### src/rtl/regfile_pkg.sv
// regfile_pkg: widths and types shared between the register file and its writeback arbiter
package regfile_pkg;
  localparam int RF_DATA_W = 32;
  localparam int RF_ADDR_W = 5;
  localparam logic [RF_ADDR_W-1:0] REG_ZERO = '0;
  typedef struct packed {
    logic                 valid;
    logic [RF_ADDR_W-1:0] dst;
    logic [RF_DATA_W-1:0] data;
  } wb_req_t;
endpackage

### src/rtl/rr_arbiter2.sv
// rr_arbiter2: two-way round-robin grant whose pointer advances only on an accepted request
module rr_arbiter2 (
  input  logic clk,
  input  logic rst_n,
  input  logic en,
  input  logic valid0,
  input  logic valid1,
  output logic ready0,
  output logic ready1,
  output logic gnt
);
  logic rr_last;
  assign gnt    = (valid0 && valid1) ? !rr_last : valid1;
  assign ready0 = en && valid0 && !gnt;
  assign ready1 = en && valid1 && gnt;
  // remember the last requester that actually transferred; reset favours req0 on first contention
  always_ff @(posedge clk or negedge rst_n)
    if (!rst_n) rr_last <= 1'b1;
    else if (ready0 || ready1) rr_last <= gnt;
endmodule

### src/rtl/regfile_write_arbiter.sv
// regfile_write_arbiter: shares the register file write port between ALU and load writeback
module regfile_write_arbiter
  import regfile_pkg::*;
#(
  parameter int DATA_W = RF_DATA_W,
  parameter int ADDR_W = RF_ADDR_W,
  parameter int CNT_W  = 16
) (
  input  logic                 clk,
  input  logic                 rst_n,
  input  logic                 req0_valid,
  output logic                 req0_ready,
  input  logic [ADDR_W-1:0]    req0_reg,
  input  logic [DATA_W-1:0]    req0_data,
  input  logic                 req1_valid,
  output logic                 req1_ready,
  input  logic [ADDR_W-1:0]    req1_reg,
  input  logic [DATA_W-1:0]    req1_data,
  input  logic                 rf_stall,
  output logic                 rf_write,
  output logic [ADDR_W-1:0]    rf_write_reg,
  output logic [DATA_W-1:0]    rf_write_data,
  output logic                 grant_id,
  output logic [2**ADDR_W-1:0] busy_mask,
  output logic [CNT_W-1:0]     conflict_count
);
  localparam logic [2**ADDR_W-1:0] ONE = 1;
  logic out_valid, gnt, xfer, nonzero;
  rr_arbiter2 u_rr (
    .clk(clk), .rst_n(rst_n), .en(!rf_stall),
    .valid0(req0_valid), .valid1(req1_valid),
    .ready0(req0_ready), .ready1(req1_ready), .gnt(gnt)
  );
  assign xfer      = req0_ready || req1_ready;
  assign nonzero   = rf_write_reg != ADDR_W'(REG_ZERO);
  assign rf_write  = out_valid && !rf_stall && nonzero;
  assign busy_mask = (out_valid && nonzero) ? ONE << rf_write_reg : '0;
  // output stage: a stall freezes the held write; otherwise it retires and a new grant may load
  always_ff @(posedge clk or negedge rst_n)
    if (!rst_n) begin
      out_valid     <= 1'b0;
      rf_write_reg  <= '0;
      rf_write_data <= '0;
      grant_id      <= 1'b0;
    end else if (!rf_stall) begin
      out_valid <= xfer;
      if (xfer) begin
        rf_write_reg  <= gnt ? req1_reg : req0_reg;
        rf_write_data <= gnt ? req1_data : req0_data;
        grant_id      <= gnt;
      end
    end
  // count contended unstalled cycles, saturating at all ones
  always_ff @(posedge clk or negedge rst_n)
    if (!rst_n) conflict_count <= '0;
    else if (req0_valid && req1_valid && !rf_stall && conflict_count != '1)
      conflict_count <= conflict_count + 1'b1;
endmodule

### config.mk
export PLATFORM = sky130hd
export DESIGN_NAME = regfile_write_arbiter
export DESIGN_NICKNAME = d
export VERILOG_FILES = /design/src/rtl/regfile_pkg.sv /design/src/rtl/rr_arbiter2.sv /design/src/rtl/regfile_write_arbiter.sv
export SDC_FILE = /design/constraint.sdc
export NUM_CORES = 1
export LEC_CHECK = 0
export BUFFER_PORTS_ARGS = -buffer_cell sky130_fd_sc_hd__clkbuf_2
export CORE_ASPECT_RATIO = 1.4
export CORE_MARGIN = 4
export CORE_UTILIZATION = 47
export DETAILED_ROUTE_END_ITERATION = 7
export PLACE_DENSITY = 0.85
export SLEW_MARGIN = 40
export SYNTH_ARGS = -nofsm -noshare
export SYNTH_HDL_FRONTEND = slang
export SYNTH_SLANG_ARGS = --single-unit
### constraint.sdc
create_clock -name clk -period 3.34 [get_ports clk]
set_clock_uncertainty 0.05 [all_clocks]
set_input_delay 0.167 -clock clk [delete_from_list [all_inputs] [get_ports clk]]
set_output_delay 0.167 -clock clk [all_outputs]
set_load 0.005 [all_outputs]
==> qor.tcl <==
set qor(place.detailed.hpwl_um) 6360
set qor(period_minus_slack_ns) 1.95
set qor(clockRootBuffer) {sky130_fd_sc_hd__clkbuf_8}
set qor(hold_viol) 0
set qor(core-area_mm2) 0.00595
set qor(detail_route.wl_per_cell_um) 14.5
set qor(worst_setup_hold_path_clk_slew_ns) 0.10
set qor(vias) 2787
set qor(synthesis.nets) 383
set qor(clock_latency_on_the_worst_skew_pair_ns) 0.31
set qor(grt_use_total) 0.208
set qor(power_leakage_nw) 2.06
set qor(rows) 33
set qor(yosys.cell_types.count) 45
set qor(worst_ep_required_ns) 3.12
set qor(grt_start_max_net_pins) 49
set qor(detailedRoute.firstPassIterationCount) 4
set qor(run_status) {completed}
set qor(max_cap_viols) 0
set qor(io_buffer_count) 166
set qor(pre_cts_ws_ns) 1.61
set qor(power.density_mw_per_mm2) 448
set qor(crit_path_cell_trace) {a21oi_4 -> buf_4 -> nor2_1 -> clkbuf_2}
set qor(layout_commonest_cell) {sky130_fd_sc_hd__clkbuf_2}
set qor(n_antenna_cell) 0
set qor(critical_path_arrival_ns) 1.73
set qor(gpl.final_weighted_congestion) 0.852
set qor(synthesized_flop_and_latch_total) 56
set qor(synth-warning-count) 0
set qor(postCtsResizedCells) 0
set qor(unrepaired_setup_endpoints_after_global_routing) {no}
set qor(postCtsSetupRepairBufs) 0
set qor(remaining_drc_errors) 0
set qor(holdCritPathClass) {in -> reg}
set qor(finalSetupTns_ns) 0
set qor(clock_tree_from_tritoncts) {done}
set qor(worst-setup-path-type) {reg -> out}
set qor(layout_common_cells) {sky130_fd_sc_hd__clkbuf_2 (165), sky130_fd_sc_hd__dfrtp_1 (55), sky130_fd_sc_hd__nand2_1 (43)}
set qor(yosys_most_used_dff) {sky130_fd_sc_hd__dfrtp_1}
set qor(timing.final.crit_share) 0.584
set qor(ctsLongestPathBuffers) 2
set qor(grt_first_pass_wirelength_um) 12400
set qor(synth_area_mm2) 0.00290
set qor(count_of_flip_flops_with_a_built_in_enable_after_synthesis) 0
set qor(vdd_ir_drop_max_v) 0.000288
set qor(initialDrtViolationCount) 59
set qor(report.final.setup_viol) 0
set qor(avgSynthCellArea_um2) 9.58
set qor(cts_sinks) 56
set qor(longest_individual_stage_delay_on_the_worst_path_ns) 0.44
set qor(postSynthCellCount) 303
set qor(grt_remaining_overflow) 0
set qor(cts_inserted_buffers) 5
set qor(timing.critical_path.max_delay_family) {buffers and inverters}
set qor(fin_ws_ns) 1.39
set qor(finish.utilization) 0.659
set qor(number_of_antenna_violations_at_the_first_check_in_global_routing) 0
set qor(routed_wl_um) 7770
set qor(crit_fanout) 15
set qor(largest_register_ffs) 32
set qor(worst-slew-pin-transition_ns) 0.641
set qor(seq_area_frac_synth) 0.483
set qor(die_h_um) 101
set qor(max_slew_margin) 0.573
set qor(nNetsFinal) 544
set qor(cts_hold_buffers) 1
set qor(syn2layout_area_growth_pct) 35.0
set qor(postRouteAntennaNets) 0
set qor(crit_path_top_delay_cell) {sky130_fd_sc_hd__a21oi_4}
set qor(layout.filler_cells) 521
set qor(critPathLaunchType) {flop}
set qor(maxSlewViolCount) 0
set qor(die_w_um) 74.4
set qor(final_layout_size_suffix_gt1_frac) 0.409
set qor(share_of_synthesized_flip_flops_with_an_asynchronous_set_or_reset) 1.00
set qor(timing.critical_path.buf_inv) 2
set qor(boundaryPins) 168
set qor(cts.htree.levels) 2
set qor(drt-vias-per-instance) 5.21
set qor(crit_path_end_kind) {output port}
set qor(start_util) 0.488
set qor(dieArea_mm2) 0.00752
set qor(max_freq_ghz) 0.513
set qor(number_of_global_route_vias_before_repair) 2786
set qor(final.hold.worst_slack_ns) 0.0546
[report_power, final]
| part | switching (mW) | internal (mW) | total [mW] |
|---|---|---|---|
| combinational | 0.229 | 0.231 | 0.460 |
| sequential | 0.110 | 0.784 | 0.894 |
| clock | 0.227 | 0.174 | 0.401 |
| total | 0.566 | 1.19 | 1.76 |
[cell type report]
type,count,area (µm²),share of cell area
timing repair buffer,172,901,0.230
clock buffer,6,82.6,0.0211
clock inverter,2,17.5,0.00447
sequential,56,1400,0.358
multi-input combinational,227,1420,0.362
tap,70,87.6,0.0223
inverter,2,7.51,0.00192
[worst paths after layout]
kind	from	end	slack (ns)	depth (start not counted)
min in group asynchronous	rst_n	conflict_count[10]	0.40	2
max in group asynchronous	rst_n	out_valid	2.24	3
min	rf_stall	u_rr.rr_last	0.05	2
max	u_rr.rr_last	req0_ready	1.39	4
max reg2reg	conflict_count[0]	conflict_count[1]	1.61	5
min reg2reg	rf_write_data[24]	rf_write_data[24]	0.44	2
[kinds of logic (layout without fill, tap and decap cells)]
kind of cell               count (synthesis)  after routing  share of synthesized area
and+or+nand+nor                          122            122                      0.206
xor gates and xnor gates                  10             10                     0.0302
other                                      1              1                    0.00129
buffers and inverters                     20            182                     0.0341
muxes                                     38             38                      0.133
adders and majority gates                  1              1                    0.00431
AOI/OAI and AO/OA                         55             55                      0.108
DFF                                       56             56                      0.483
[metrics by stage]
stage / cells / total power [mW] / area [µm²]
after floorplan: 303 / 1.12 / 2900
after global placement: 525 / 1.35 / 3780
after detailed placement: 526 / 1.37 / 3810
after CTS: 535 / 1.78 / 3920
after global routing: 535 / 1.87 / 3920
final: 535 / 1.76 / 3920
[Yosys cell counts, types with 2 or more instances]
master,count,area share
sky130_fd_sc_hd__a21oi_2,2,0.0060
sky130_fd_sc_hd__nand3_1,5,0.0086
sky130_fd_sc_hd__nor2b_1,2,0.0043
sky130_fd_sc_hd__nand2b_1,8,0.017
sky130_fd_sc_hd__o211ai_1,4,0.010
sky130_fd_sc_hd__mux2i_1,37,0.13
sky130_fd_sc_hd__nor3_1,2,0.0034
sky130_fd_sc_hd__dfrtp_1,55,0.47
sky130_fd_sc_hd__nand2_1,43,0.056
sky130_fd_sc_hd__and4_1,3,0.0091
sky130_fd_sc_hd__xnor2_1,7,0.021
sky130_fd_sc_hd__xor2_1,3,0.0091
sky130_fd_sc_hd__o21ai_1,9,0.016
sky130_fd_sc_hd__nand4b_1,2,0.0060
sky130_fd_sc_hd__clkbuf_1,10,0.013
sky130_fd_sc_hd__o21a_1,2,0.0052
sky130_fd_sc_hd__buf_2,4,0.0069
sky130_fd_sc_hd__a31oi_1,3,0.0065
sky130_fd_sc_hd__nand4_1,7,0.015
sky130_fd_sc_hd__a21oi_1,2,0.0034
sky130_fd_sc_hd__nor2_1,35,0.045
sky130_fd_sc_hd__buf_4,3,0.0078
sky130_fd_sc_hd__o21ai_0,29,0.050
sky130_fd_sc_hd__and3_1,5,0.011
[routing by layer]
metal	global-route usage	vias to the layer above	wire length [µm]
met5	0	-	0
met4	0.0466	0	104
met3	0.0449	11	653
met2	0.397	119	4180
met1	0.228	1287	2830
li1	-	1370	-
Power figures use the tool's default switching activity.
